$ cat config.mk
export PLATFORM = sky130hd
export DESIGN_NAME = muldiv_ctrl_flat
export DESIGN_NICKNAME = d
export VERILOG_FILES = /design/src/rtl/muldiv_ctrl_pkg.sv /design/src/rtl/muldiv_ctrl_if.sv /design/src/rtl/muldiv_ctrl_md_iter_step.sv /design/src/rtl/muldiv_ctrl.sv /design/src/flat_wrapper.sv
export SDC_FILE = /design/constraint.sdc
export NUM_CORES = 1
export LEC_CHECK = 0
export BUFFER_PORTS_ARGS = -buffer_cell sky130_fd_sc_hd__buf_2
export CORE_UTILIZATION = 55
export CTS_BUF_LIST = sky130_fd_sc_hd__clkbuf_8
export DETAILED_ROUTE_END_ITERATION = 8
export GPL_TIMING_DRIVEN = 0
export PLACE_DENSITY_LB_ADDON = 0.1
export SKIP_CTS_REPAIR_TIMING = 1
export SLEW_MARGIN = 0
export SYNTH_ARGS = -nofsm -noshare
export SYNTH_HDL_FRONTEND = slang
export SYNTH_SLANG_ARGS = --single-unit
$ cat constraint.sdc
create_clock -name clk -period 3.6 [get_ports clk]
set_clock_uncertainty 0.1 [all_clocks]
set_input_delay 0.72 -clock clk [delete_from_list [all_inputs] [get_ports clk]]
set_output_delay 0.72 -clock clk [all_outputs]
set_load 0.05 [all_outputs]
$ cat src/rtl/muldiv_ctrl_pkg.sv
// Shared definitions for the multiply/divide controller: state encoding,
// width-independent constants and the md operation-kind encoding.
package muldiv_ctrl_pkg;

    // Sequencer states of the multiply/divide controller.
    typedef enum logic [1:0] {
        ST_IDLE = 2'd0,
        ST_PREP = 2'd1,
        ST_CALC = 2'd2,
        ST_FIX  = 2'd3
    } md_state_e;

    // Default operand width; the iteration count equals the width.
    localparam int ITER_DEFAULT = 32;

    // Quotient written to LO on a divide by zero (sliced to WIDTH by users).
    localparam logic [63:0] DIV_ZERO_QUOTIENT = '1;

    // Operation kind as {mult, signed_calc}, shared with the ALU decode.
    typedef enum logic [1:0] {
        MD_DIVU  = 2'b00,
        MD_DIV   = 2'b01,
        MD_MULTU = 2'b10,
        MD_MULT  = 2'b11
    } md_op_e;

    function automatic md_op_e md_op(input logic mult, input logic signed_calc);
        return md_op_e'({mult, signed_calc});
    endfunction

endpackage

$ cat src/rtl/muldiv_ctrl_if.sv
// Request/result bundle between the pipeline (master) and the
// multiply/divide controller (slave).
interface muldiv_ctrl_if
    import muldiv_ctrl_pkg::*;
#(
    parameter int WIDTH = ITER_DEFAULT
);
    logic             md;
    logic             mult;
    logic             signed_calc;
    logic [WIDTH-1:0] md_a;
    logic [WIDTH-1:0] md_b;
    logic             flush;
    logic             hi_we;
    logic             lo_we;
    logic [WIDTH-1:0] hi_wdata;
    logic [WIDTH-1:0] lo_wdata;
    logic             stall;
    logic             done;
    logic             div_zero;
    logic [WIDTH-1:0] hi;
    logic [WIDTH-1:0] lo;

    modport master (
        output md, mult, signed_calc, md_a, md_b, flush,
               hi_we, lo_we, hi_wdata, lo_wdata,
        input  stall, done, div_zero, hi, lo
    );

    modport slave (
        input  md, mult, signed_calc, md_a, md_b, flush,
               hi_we, lo_we, hi_wdata, lo_wdata,
        output stall, done, div_zero, hi, lo
    );
endinterface

$ cat src/rtl/muldiv_ctrl_md_iter_step.sv
// One iteration of the iterative datapath: a shift-add multiply step or a
// restoring-divide step. For divides the quotient bit is returned separately
// and bit 0 of acc_next is left clear for the controller to fill.
module md_iter_step
    import muldiv_ctrl_pkg::*;
#(
    parameter int WIDTH = ITER_DEFAULT
) (
    input  logic [2*WIDTH-1:0] acc,
    input  logic [WIDTH-1:0]   operand,
    input  logic               mult,
    output logic [2*WIDTH-1:0] acc_next,
    output logic               q_bit
);
    logic [WIDTH:0] add_sum;
    logic [WIDTH:0] rem_shift;
    logic [WIDTH:0] rem_diff;

    // Multiply: add multiplicand into the upper half when the current
    // multiplier bit is set, then shift right. Divide: shift the remainder
    // left by one dividend bit and subtract if it does not borrow.
    always_comb begin
        add_sum   = {1'b0, acc[2*WIDTH-1:WIDTH]} + (acc[0] ? {1'b0, operand} : '0);
        rem_shift = acc[2*WIDTH-1:WIDTH-1];
        rem_diff  = rem_shift - {1'b0, operand};
        q_bit     = ~rem_diff[WIDTH];
        if (mult) begin
            acc_next = {add_sum, acc[WIDTH-1:1]};
        end else begin
            acc_next = {(q_bit ? rem_diff[WIDTH-1:0] : rem_shift[WIDTH-1:0]),
                        acc[WIDTH-2:0], 1'b0};
        end
    end
endmodule

$ cat src/rtl/muldiv_ctrl.sv
// Multiply/divide sequencer: accepts one MULT/MULTU/DIV/DIVU request, runs
// a 1-bit-per-cycle multiply or restoring divide, and owns HI/LO.
module muldiv_ctrl
    import muldiv_ctrl_pkg::*;
#(
    parameter int WIDTH = ITER_DEFAULT,
    parameter int ITER  = WIDTH
) (
    input  logic         clk,
    input  logic         resetn,
    muldiv_ctrl_if.slave bus
);
    localparam int            CW       = (ITER > 1) ? $clog2(ITER) : 1;
    localparam logic [CW-1:0] CNT_LAST = CW'(ITER - 1);

    md_state_e          state_reg, state_next;
    md_op_e             op_reg;
    logic [WIDTH-1:0]   a_reg, b_reg, opnd_reg, hi_reg, lo_reg;
    logic [2*WIDTH-1:0] acc_reg, step_acc, prod_fix;
    logic [CW-1:0]      cnt_reg;
    logic               neg_q_reg, neg_r_reg, step_q;
    logic               accept, is_mult, is_signed, a_neg, b_neg, div_zero_fix;
    logic [WIDTH-1:0]   a_mag, b_mag, quot_fix, rem_fix;
    logic               stall_next, done_next, div_zero_next;

    assign is_mult      = op_reg[1];
    assign is_signed    = op_reg[0];
    assign accept       = (state_reg == ST_IDLE) & bus.md & ~bus.flush;
    assign a_neg        = is_signed & a_reg[WIDTH-1];
    assign b_neg        = is_signed & b_reg[WIDTH-1];
    assign a_mag        = a_neg ? -a_reg : a_reg;
    assign b_mag        = b_neg ? -b_reg : b_reg;
    assign div_zero_fix = ~is_mult & (opnd_reg == '0);
    assign prod_fix     = neg_q_reg ? -acc_reg : acc_reg;
    assign quot_fix     = neg_q_reg ? -acc_reg[WIDTH-1:0] : acc_reg[WIDTH-1:0];
    assign rem_fix      = neg_r_reg ? -acc_reg[2*WIDTH-1:WIDTH] : acc_reg[2*WIDTH-1:WIDTH];

    md_iter_step #(.WIDTH(WIDTH)) u_step (
        .acc      (acc_reg),
        .operand  (opnd_reg),
        .mult     (is_mult),
        .acc_next (step_acc),
        .q_bit    (step_q)
    );

    // State register.
    always_ff @(posedge clk or negedge resetn) begin
        if (!resetn) state_reg <= ST_IDLE;
        else         state_reg <= state_next;
    end

    // Next state plus stall/done/div_zero; flush drops stall combinationally.
    always_comb begin
        state_next    = state_reg;
        stall_next    = 1'b0;
        done_next     = 1'b0;
        div_zero_next = 1'b0;
        case (state_reg)
            ST_IDLE: begin
                if (accept) begin
                    state_next = ST_PREP;
                    stall_next = 1'b1;
                end
            end
            ST_PREP: begin
                if (bus.flush) begin
                    state_next = ST_IDLE;
                end else begin
                    state_next = ST_CALC;
                    stall_next = 1'b1;
                end
            end
            ST_CALC: begin
                if (bus.flush) begin
                    state_next = ST_IDLE;
                end else begin
                    stall_next = 1'b1;
                    if (cnt_reg == CNT_LAST) state_next = ST_FIX;
                end
            end
            ST_FIX: begin
                state_next    = ST_IDLE;
                done_next     = 1'b1;
                div_zero_next = div_zero_fix;
            end
            default: state_next = ST_IDLE;
        endcase
    end

    assign bus.stall    = stall_next;
    assign bus.done     = done_next;
    assign bus.div_zero = div_zero_next;
    assign bus.hi       = hi_reg;
    assign bus.lo       = lo_reg;

    // Operand capture, magnitude/sign preparation and iteration datapath.
    always_ff @(posedge clk or negedge resetn) begin
        if (!resetn) begin
            op_reg    <= MD_DIVU;
            a_reg     <= '0;
            b_reg     <= '0;
            opnd_reg  <= '0;
            acc_reg   <= '0;
            cnt_reg   <= '0;
            neg_q_reg <= 1'b0;
            neg_r_reg <= 1'b0;
        end else begin
            case (state_reg)
                ST_IDLE: begin
                    if (accept) begin
                        op_reg <= md_op(bus.mult, bus.signed_calc);
                        a_reg  <= bus.md_a;
                        b_reg  <= bus.md_b;
                    end
                end
                ST_PREP: begin
                    neg_q_reg <= a_neg ^ b_neg;
                    neg_r_reg <= a_neg;
                    opnd_reg  <= is_mult ? a_mag : b_mag;
                    acc_reg   <= {{WIDTH{1'b0}}, (is_mult ? b_mag : a_mag)};
                    cnt_reg   <= '0;
                end
                ST_CALC: begin
                    acc_reg <= {step_acc[2*WIDTH-1:1], (is_mult ? step_acc[0] : step_q)};
                    cnt_reg <= cnt_reg + CW'(1);
                end
                default: ;
            endcase
        end
    end

    // HI/LO: the computed result owns FIX, MTHI/MTLO write in every other state.
    always_ff @(posedge clk or negedge resetn) begin
        if (!resetn) begin
            hi_reg <= '0;
            lo_reg <= '0;
        end else if (state_reg == ST_FIX) begin
            if (is_mult) begin
                {hi_reg, lo_reg} <= prod_fix;
            end else if (div_zero_fix) begin
                hi_reg <= a_reg;
                lo_reg <= DIV_ZERO_QUOTIENT[WIDTH-1:0];
            end else begin
                hi_reg <= rem_fix;
                lo_reg <= quot_fix;
            end
        end else begin
            if (bus.hi_we) hi_reg <= bus.hi_wdata;
            if (bus.lo_we) lo_reg <= bus.lo_wdata;
        end
    end
endmodule

$ cat src/flat_wrapper.sv
// flat-port wrapper written by rule: the top's interface ports become plain ports
module muldiv_ctrl_flat import muldiv_ctrl_pkg::*;
#(
    parameter int WIDTH = ITER_DEFAULT,
    parameter int ITER  = WIDTH
)
  (clk, resetn, bus_md, bus_mult, bus_signed_calc, bus_md_a, bus_md_b, bus_flush, bus_hi_we, bus_lo_we, bus_hi_wdata, bus_lo_wdata, bus_stall, bus_done, bus_div_zero, bus_hi, bus_lo);
  muldiv_ctrl_if #(.WIDTH(WIDTH)) bus_i ();
  input  logic clk;
  input  logic resetn;
  input wire logic [$bits(bus_i.md)-1:0] bus_md;
  input wire logic [$bits(bus_i.mult)-1:0] bus_mult;
  input wire logic [$bits(bus_i.signed_calc)-1:0] bus_signed_calc;
  input wire logic [$bits(bus_i.md_a)-1:0] bus_md_a;
  input wire logic [$bits(bus_i.md_b)-1:0] bus_md_b;
  input wire logic [$bits(bus_i.flush)-1:0] bus_flush;
  input wire logic [$bits(bus_i.hi_we)-1:0] bus_hi_we;
  input wire logic [$bits(bus_i.lo_we)-1:0] bus_lo_we;
  input wire logic [$bits(bus_i.hi_wdata)-1:0] bus_hi_wdata;
  input wire logic [$bits(bus_i.lo_wdata)-1:0] bus_lo_wdata;
  output wire logic [$bits(bus_i.stall)-1:0] bus_stall;
  output wire logic [$bits(bus_i.done)-1:0] bus_done;
  output wire logic [$bits(bus_i.div_zero)-1:0] bus_div_zero;
  output wire logic [$bits(bus_i.hi)-1:0] bus_hi;
  output wire logic [$bits(bus_i.lo)-1:0] bus_lo;
  assign bus_i.md = bus_md;
  assign bus_i.mult = bus_mult;
  assign bus_i.signed_calc = bus_signed_calc;
  assign bus_i.md_a = bus_md_a;
  assign bus_i.md_b = bus_md_b;
  assign bus_i.flush = bus_flush;
  assign bus_i.hi_we = bus_hi_we;
  assign bus_i.lo_we = bus_lo_we;
  assign bus_i.hi_wdata = bus_hi_wdata;
  assign bus_i.lo_wdata = bus_lo_wdata;
  assign bus_stall = bus_i.stall;
  assign bus_done = bus_i.done;
  assign bus_div_zero = bus_i.div_zero;
  assign bus_hi = bus_i.hi;
  assign bus_lo = bus_i.lo;
  muldiv_ctrl #(.WIDTH(WIDTH), .ITER(ITER)) u_core (.clk(clk), .resetn(resetn), .bus(bus_i));
endmodule
# == Yosys cells after proc, flatten, opt, wreduce, memory -nomap -nowiden ==
# Index checks and enable logic that the tools add are counted.
# word_totals
romBits,0
latch_bits,0
in_bits,136
elab_cells,73
mem_count,0
output_inout_bits,67
ram_bits,0
ff_bits,235
# op_classes
div,0
magnitude_cmp,0
mul,0
n_mux,31
shift,0
reduce_logical,8
n_eq_ne,6
add_sub_neg,8
bitwise,9
# op_table
op,count
$mux 32,16
$mux 64,2
$neg 32->32,4
$pmux 64 s2,1
$neg 64->64,1
$add 32x33->33,1
$sub 33x32->33,1
$logic_not 32->1,1
$pmux 5 s2,1
$mux 2,4
$pmux 2 s4,1
$reduce_bool 2->1,3
$add 5x1->5 const B,1
$and 1x1->1,5
$eq 5x5->1 const B,1
$mux 1,5
$eq 2x2->1 const B,2
$reduce_and 2->1,2
$ne 3x2->1 const B,1
$not 1->1,3
$eq 2x1->1 const B,1
$logic_not 2->1,1
$ne 2x1->1 const B,1
$pmux 1 s2,1
other kinds (2),2

# == Longest topological paths before layout ==
# Gate-level depths: netlist of the first run.
# depth
word_depth,5
ltp_mapped,16
ltp_nobuf,14

# == Modules after synthesis ==
# A second synthesis of the first run with hierarchy kept.
# unflattened
cells_unflattened,2173
area_unflattened_um2,18783.0
# modules_own_cells
module,seq_area_each_um2,n_inst,area_per_inst_um2,cells_per_inst
muldiv_ctrl,5880.6,1,14276.2,1532
md_iter_step,0.0,1,4506.8,641

# == Worst setup path after synthesis of the first run ==
# OpenSTA, ideal clock, no wires.
# synth_path
path_kind,register to register
start,register u_core.acc_reg[31]
end,register u_core.acc_reg[53]
setup_ps,126
n_path_buf,2
required_time_ps,3374
period_less_slack_ps,3497
stages_incl_launch_ff,16
arrival_time_ps,3271
setup_slack_ps,103
path_cell_list,dfrtp_1 -> clkbuf_1 -> inv_1 -> ha_1 -> fa_1 -> nand2b_1 -> a21o_1 -> a21o_1 -> o21ai_2 -> a21oi_1 -> o31ai_1 -> xor2_1 -> buf_2 -> mux2i_1 -> nor2_1 -> a221o_1
# synth_between
elab_chain_cells,4
# synth_rtl
item,line_no,source
from (decl),muldiv_ctrl.sv:19,"logic [2*WIDTH-1:0] acc_reg, step_acc, prod_fix;"
from (signal assigned),muldiv_ctrl.sv:120,"acc_reg <= {{WIDTH{1'b0}}, (is_mult ? b_mag : a_mag)};"
from (signal assigned),muldiv_ctrl.sv:124,"acc_reg <= {step_acc[2*WIDTH-1:1], (is_mult ? step_acc[0] : step_q)};"
$sub 33x32->33,muldiv_ctrl_md_iter_step.sv:25,"rem_diff = rem_shift - {1'b0, operand};"
$mux 32,muldiv_ctrl_md_iter_step.sv:30,"acc_next = {(q_bit ? rem_diff[WIDTH-1:0] : rem_shift[WIDTH-1:0]),"
$mux 64,muldiv_ctrl_md_iter_step.sv:27,if (mult) begin
$pmux 64 s2,muldiv_ctrl.sv:108,case (state_reg)
# No other way between the ends.
# A chain may end at the register's enable or synchronous reset.

# == Final worst setup path of the first run ==
# layout_path
start,register u_core.acc_reg[31]
end,register u_core.acc_reg[39]
# The elaborated chain is that of the path after synthesis.

==> summary.txt, run 1 <==
Run status
  – Status: finished, violations left
  – Failing checks: negative setup slack

Clock tree
  – Clock root buffer: clkbuf_8
  – H-tree depth: 2
  – Skew-Pair Late Insertion Delay: 0.62 ns
  – Num Clock Sinks: 235
  – Longest Clk Path Bufs: 3
  – Clk slew on worst S/H paths: 0.06 ns
  – Num CTS Buffers: 44
  – CTS tree: built

STA
  – Worst slew margin: 36.3%
  – Slew @ Worst Pin: 0.956 ns
  – RSZ-0062 raised after global routing: yes
  – Final Worst Setup Slack: -0.0248 ns
  – Max frequency: 0.276 GHz
  – Crit path time final: 3.62 ns
  – Sum Neg Setup Slack: -0.0517 ns
  – Final setup viols: 3
  – Final Hold Fails: 0
  – Fin crit share: 101%
  – Max-slew violations: 0

Place
  – DP HPWL: 54000 um
  – Placer Congestion: 1.03
  – Placed Instances: 2769
  – Placed Area: 20100 sq um
  – PortBufs: 202

Finish
  – Final cell count without fillers: 2869
  – Final-stage net count: 2604
  – Design Area, Final: 21600 sq um
  – Largest register FFs: 64
  – Area grow syn2layout: 16.9%
  – Layout cells sized above 1: 20.2%

Synthesis
  – List of most frequent post-synthesis cells: nor2_1 (238), dfrtp_1 (235), o21ai_0 (187)
  – Average cell area after synthesis: 8.69 sq um
  – Synth Cell Area: 18500 sq um
  – Post-synth top flop: dfrtp_1
  – Post-synth EDFFs: 0
  – Main area contributors after synthesis: dfrtp_1 (32%), o21ai_0 (5.1%), xor2_1 (5.0%)
  – Area leader, netlist: dfrtp_1
  – Top cell type's share of synthesized area: 31.8%
  – Syn Nets: 2336
  – Register area share after synthesis: 31.8%
  – Yosys warns: 0
  – Synth async-reset ratio: 100%
  – Syn Inst Count: 2124
  – Most common cell in the netlist: nor2_1
  – Yosys reg bits: 235
  – Synth unique cells: 93

Global route
  – Grt ovf: 0
  – Pin count of the biggest net entering global routing: 126
  – Initial antenna violation count: 0
  – Global Route Usage Sum: 40.2%
  – Vias in the first global route: 17100
  – First-pass GRT wire length: 102000 um

Floorplanning
  – Rows: 66
  – DIE WIDTH: 185 um
  – Initial Utilization: 56.3%
  – Die area: 34300 sq um
  – IO Count: 203
  – Die H: 185 um
  – Core Box Area: 32800 sq um

Drt
  – 1st-pass router iterations: 5
  – Antenna Nets Post-Route: 0
  – Final WL: 69800 um
  – DR vias/cell: 6.34
  – Total number of vias: 18200
  – First DRT Iteration DRCs: 1732
  – Drt drc: 0
  – DR WL/cell: 24.3 um

Critical path
  – Crit-path max cell delay: 0.44 ns
  – CP max stage cell: dfrtp_2
  – CP startpoint kind: flop
  – CP max FO: 5
  – Setup Crit Path Kind: reg -> reg
  – Arr. time, crit path: 3.99 ns
  – Critical Path RT: 3.96 ns
  – Cell Chain, Critical Path: inv_2 > ha_4 > fa_2 > nand2b_4 > a21o_1 > a21o_1 > o21ai_4 > a21oi_4 > o31ai_4 > xor2_4 > buf_6 > buf_6 > mux2i_1 > nor2_1 > a221o_1
  – Crit. End Element: flop

Power and ir drop
  – Pwr dens: 944 nW/um^2
  – Pleak: 9.62 nW
  – Worst IR Drop VDD: 0.537 mV

Hold path
  – Type of the tightest min-delay check: in -> async

Job
  – Maxcap violations: 0
==> kinds of logic after synthesis <==
kind of cell | Yosys count | share of synthesized area, %
flip-flops | 235 | 31.8
AND/OR/NAND/NOR | 626 | 16.5
adder cells (fa/ha/maj) | 76 | 5.23
buffers and inverters | 217 | 5.01
XOR/XNOR | 205 | 9.72
AO/OA/AOI/OAI | 588 | 20.2
multiplexers | 177 | 11.5
==> worst max-delay path: cells and delay by family (launching register included) <==
kind | cells | cell delay [ns]
fa+ha+maj | 2 | 0.52
mux | 1 | 0.18
simple gates | 2 | 0.20
xor+xnor | 1 | 0.29
compound gates | 6 | 1.39
flops | 1 | 0.44
buf+inv | 3 | 0.37
==> where the power goes <==
| part | total [W] | switching (W) | internal [W] |
|---|---|---|---|
| Clock | 0.00300 | 0.00127 | 0.00172 |
| Combinational | 0.0122 | 0.00784 | 0.00432 |
| Sequential | 0.00522 | 0.00152 | 0.00370 |
==> per-layer routing <==
metal / wire length (um) / track usage [%]
met4: 2980 / 18.2
met1: 29100 / 55.0
met3: 7810 / 9.22
met5: 0 / 0
met2: 29900 / 60.3
==> cells in the final DEF (no fill, tap or decap), types with 69 or more instances in the layout <==
| master | instances |
|---|---|
| nor2_1 | 236 |
| dfrtp_1 | 230 |
| buf_2 | 205 |
| o21ai_0 | 179 |
| nand2_1 | 144 |
| a21oi_1 | 130 |
| xor2_1 | 105 |
| clkbuf_1 | 101 |
| xnor2_1 | 99 |
| mux2i_1 | 86 |
| inv_1 | 75 |
| mux2_2 | 70 |
| ha_1 | 69 |
==> cell type report <==
type                       instances  area (sq um)
clock inverter                    19           170
buffer                           139           678
sequential                       235          5890
fill                            2828         11200
antenna                            1          2.50
timing repair buffer             227          1240
tap                              442           553
multi-input combinational       1672         11900
inverter                          73           280
clock buffer                      61           840
==> worst paths after layout <==
check / startpoint / end / slack, ns / cells after the start
min in group clk: bus_mult / u_core.op_reg[1] / 0.25 / 2
hold reg to reg: u_core.cnt_reg[0] / u_core.cnt_reg[0] / 0.42 / 1
max in group asynchronous: resetn / u_core.acc_reg[0] / 2.17 / 2
hold / removal: resetn / u_core.bus.hi[11] / 0.06 / 1
setup reg to reg: u_core.acc_reg[31] / u_core.acc_reg[39] / -0.02 / 15
setup / recovery: u_core.acc_reg[31] / u_core.acc_reg[39] / -0.02 / 15
==> metrics by stage <==
stage               utilization [%]  setup slack [ns]  power (W)  hold slack [ns]
global placement               61.1             -2.42     0.0163            0.399
global route                   65.9            -0.101     0.0213            0.136
detailed placement             61.2             -1.22     0.0165            0.413
finish                         65.9           -0.0248     0.0204           0.0618
floorplan                         -             0.103     0.0127            0.324
CTS                            64.3             -1.25     0.0196            0.122
(Power assumes the default switching activity.)
==> run 2: changes to the inputs <==
--- a/config.mk
+++ b/config.mk
@@ -6,12 +6,13 @@
 export NUM_CORES = 1
 export LEC_CHECK = 0
 export BUFFER_PORTS_ARGS = -buffer_cell sky130_fd_sc_hd__buf_2
-export CORE_UTILIZATION = 55
+export CORE_UTILIZATION = 50
 export CTS_BUF_LIST = sky130_fd_sc_hd__clkbuf_8
 export DETAILED_ROUTE_END_ITERATION = 8
 export GPL_TIMING_DRIVEN = 0
 export PLACE_DENSITY_LB_ADDON = 0.1
 export SKIP_CTS_REPAIR_TIMING = 1
+export SKIP_LAST_GASP = 1
 export SLEW_MARGIN = 0
 export SYNTH_ARGS = -nofsm -noshare
 export SYNTH_HDL_FRONTEND = slang
==> run 2 against run 1 <==
  * The flow still finishes with violations (negative setup slack)
  * Wire length rose by 1.2%
  * Non-clock buffer count rose by 1
  * Fmax fell by 0.75%
==> summary.txt, run 2 (synthesis gave the netlist of run 1 again) <==
Critical path
  – Worst setup path endpoint: u_core.acc_reg[34]
  – Reg2Reg Capture Point: u_core.acc_reg[34]
  – CP max FO: 7 (+2)
  – CP Launch Point: u_core.acc_reg[31]
  – CP startpoint kind: flop
  – R2r setup slk: -0.05 ns (-0.03 ns)
  – Critical Path RT: 4.01 ns (+0.05 ns)
  – Worst Reg-to-Reg Cells: 15 (unchanged)
  – Arr. time, crit path: 4.06 ns (+0.07 ns)
  – Crit. End Element: flop
  – Setup Crit Path Kind: reg -> reg
  – Reg2reg start: u_core.acc_reg[31]

Run status
  – Failing checks: negative setup slack
  – Status: finished, violations left

Clock tree
  – CTS tree: built
  – Clk slew on worst S/H paths: 0.07 ns (about the same)
  – Num CTS Buffers: 43 (-2.3%)
  – Longest Clk Path Bufs: 3 (unchanged)
  – Num Clock Sinks: 235 (unchanged)
  – Skew-Pair Late Insertion Delay: 0.63 ns (about the same)
  – H-tree depth: 2 (unchanged)
  – Clock root buffer: clkbuf_8

Drt
  – 1st-pass router iterations: 5 (unchanged)
  – Final WL: 70600 um (+1.2%)
  – Drt drc: 0 (unchanged)
  – First DRT Iteration DRCs: 1587 (-8.4%)
  – DR WL/cell: 24.4 um (+0.34%)
  – Antenna Nets Post-Route: 0 (unchanged)
  – DR vias/cell: 6.22 (-2.0%)
  – Total number of vias: 18000 (-1.1%)

Floorplanning
  – Die H: 194 um (+4.8%)
  – Initial Utilization: 50.7% (-5.6 points)
  – DIE WIDTH: 194 um (+4.8%)
  – Core Box Area: 36400 sq um (+11%)
  – IO Count: 203 (unchanged)
  – Die area: 37700 sq um (+9.9%)
  – Rows: 70 (+6.1%)

STA
  – Worst slew margin: 36.7% (+0.37 points)
  – Hold Slack: 0.0932 ns (+0.0314 ns)
  – Crit path time final: 3.65 ns (+0.0274 ns)
  – Final Worst Setup Slack: -0.0522 ns (-0.0274 ns)
  – Max-slew violations: 0 (unchanged)
  – RSZ-0062 raised after global routing: yes
  – Final setup viols: 7 (+4)
  – Max frequency: 0.274 GHz (-0.75%)
  – Final Hold Fails: 0 (unchanged)
  – Fin crit share: 101% (+0.76 points)
  – Slew @ Worst Pin: 0.950 ns (-0.00559 ns)

Power and ir drop
  – Worst IR Drop VDD: 0.487 mV (-9.3%)
  – Pleak: 9.61 nW (about the same)
  – Pwr dens: 941 nW/um^2 (-0.30%)

Hold path
  – Type of the tightest min-delay check: in -> async

Global route
  – Met1 Usage GRT: 50.5% (-4.5 points)
  – Global Route Usage Sum: 36.8% (-3.4 points)
  – Pin count of the biggest net entering global routing: 119 (-5.6%)
  – Grt ovf: 0 (unchanged)
  – First-pass GRT wire length: 104000 um (+1.9%)
  – Vias in the first global route: 17100 (-0.30%)
  – Global route hottest layer: met2
  – Initial antenna violation count: 1 (+1)
  – Met2 usage: 54.5% (-5.8 points)
  – Met3 Usage GRT: 9.11% (-0.11 points)

Job
  – Maxcap violations: 0 (unchanged)

Finish
  – Final-stage net count: 2604 (unchanged)
  – Design Area, Final: 21500 sq um (-0.36%)
  – Commonest cells after routing, fill and taps aside: nor2_1 (238), dfrtp_1 (230), buf_2 (207)
  – Commonest non-fill, non-tap cell in the layout: nor2_1
  – Largest register FFs: 64 (unchanged)
  – Fillers: 3381 (+20%)
  – Layout cells sized above 1: 19.9% (-0.37 points)
  – Area grow syn2layout: 16.5%
  – Ant. Diodes: 0 (-1)

Place
  – PortBufs: 202 (unchanged)
  – DP HPWL: 54700 um (+1.2%)
  – Placed Area: 20100 sq um (+0.21%)
  – Placer Congestion: 0.992 (-4.1%)
-- run 2: cell types whose count changed in the layout (fill, tap and decap cells not counted), sizes merged --
cell	delta
clkbuf	-9
clkinv	+2
bufinv	+1
buf	+3
inv	+3
diode	-1
-- run 2: power by group --
| part | internal, W | leakage (nW) | switching, W |
|---|---|---|---|
| sequential | 0.00370 | 2.85 | 0.00148 |
| clock | 0.00166 | 0.537 | 0.00128 |
| combinational | 0.00432 | 6.22 | 0.00780 |
| total | 0.00968 | 9.61 | 0.0106 |
-- run 2: worst min-delay path by stage --
| stage | startpoint | slack (ns) | endpoint | cells after the start |
|---|---|---|---|---|
| CTS | resetn | 0.11 | u_core.acc_reg[48] | 1 |
| detailed placement | u_core.cnt_reg[0] | 0.41 | u_core.cnt_reg[0] | 1 |
| floorplan | resetn | 0.32 | u_core.a_reg[0] | 0 |
| global placement | u_core.cnt_reg[0] | 0.40 | u_core.cnt_reg[0] | 1 |
| global route | resetn | 0.17 | u_core.bus.hi[7] | 1 |
| finish | resetn | 0.09 | u_core.acc_reg[41] | 1 |
-- run 2: area by class of cell --
cell class              count  area (sq um)  area share, %
plain buffers             139           663           3.08
clock buffers              54           743           3.45
clock inverters            25           235           1.09
inverters                  73           278           1.29
multi-input cells        1672         11900           55.2
flip-flops and latches    235          5890           27.4
well taps                 468           586           2.72
repair buffers            228          1240           5.77
-- run 2: stage by stage --
| stage | worst slack (ns) | utilization, % | total power (W) | setup TNS [ns] | cells |
|---|---|---|---|---|---|
| 2_1_floorplan | 0.103 | - | 0.0127 | 0 | 2124 |
| 3_3_place_gp | -2.55 | 55.1 | 0.0164 | -630.23 | 2794 |
| 3_5_place_dp | -1.36 | 55.2 | 0.0165 | -40.22 | 2795 |
| 4_1_cts | -1.41 | 57.9 | 0.0195 | -43.62 | 2874 |
| 5_1_grt | -0.105 | 59.1 | 0.0212 | -1.27 | 2894 |
| 6_report | -0.0522 | 59.1 | 0.0202 | -0.154 | 2894 |
-- run 2: critical path: stages (launching register included) --
cell and delay, ns:
dfrtp_2 0.42, inv_2 0.06, ha_4 0.16, fa_2 0.37
nand2b_4 0.15, a21o_1 0.22, a21o_1 0.23, o21ai_4 0.24
a21oi_4 0.12, o31ai_4 0.30, xor2_2 0.25, buf_6 0.18
buf_6 0.14, mux2i_1 0.20, nor2_1 0.06, a221o_1 0.30
-- run 2: routing by layer --
layer	up-vias	wire length [um]
met5	-	0
met4	0	3150
met3	174	7260
met2	938	30100
met1	8707	30200
li1	8181	-
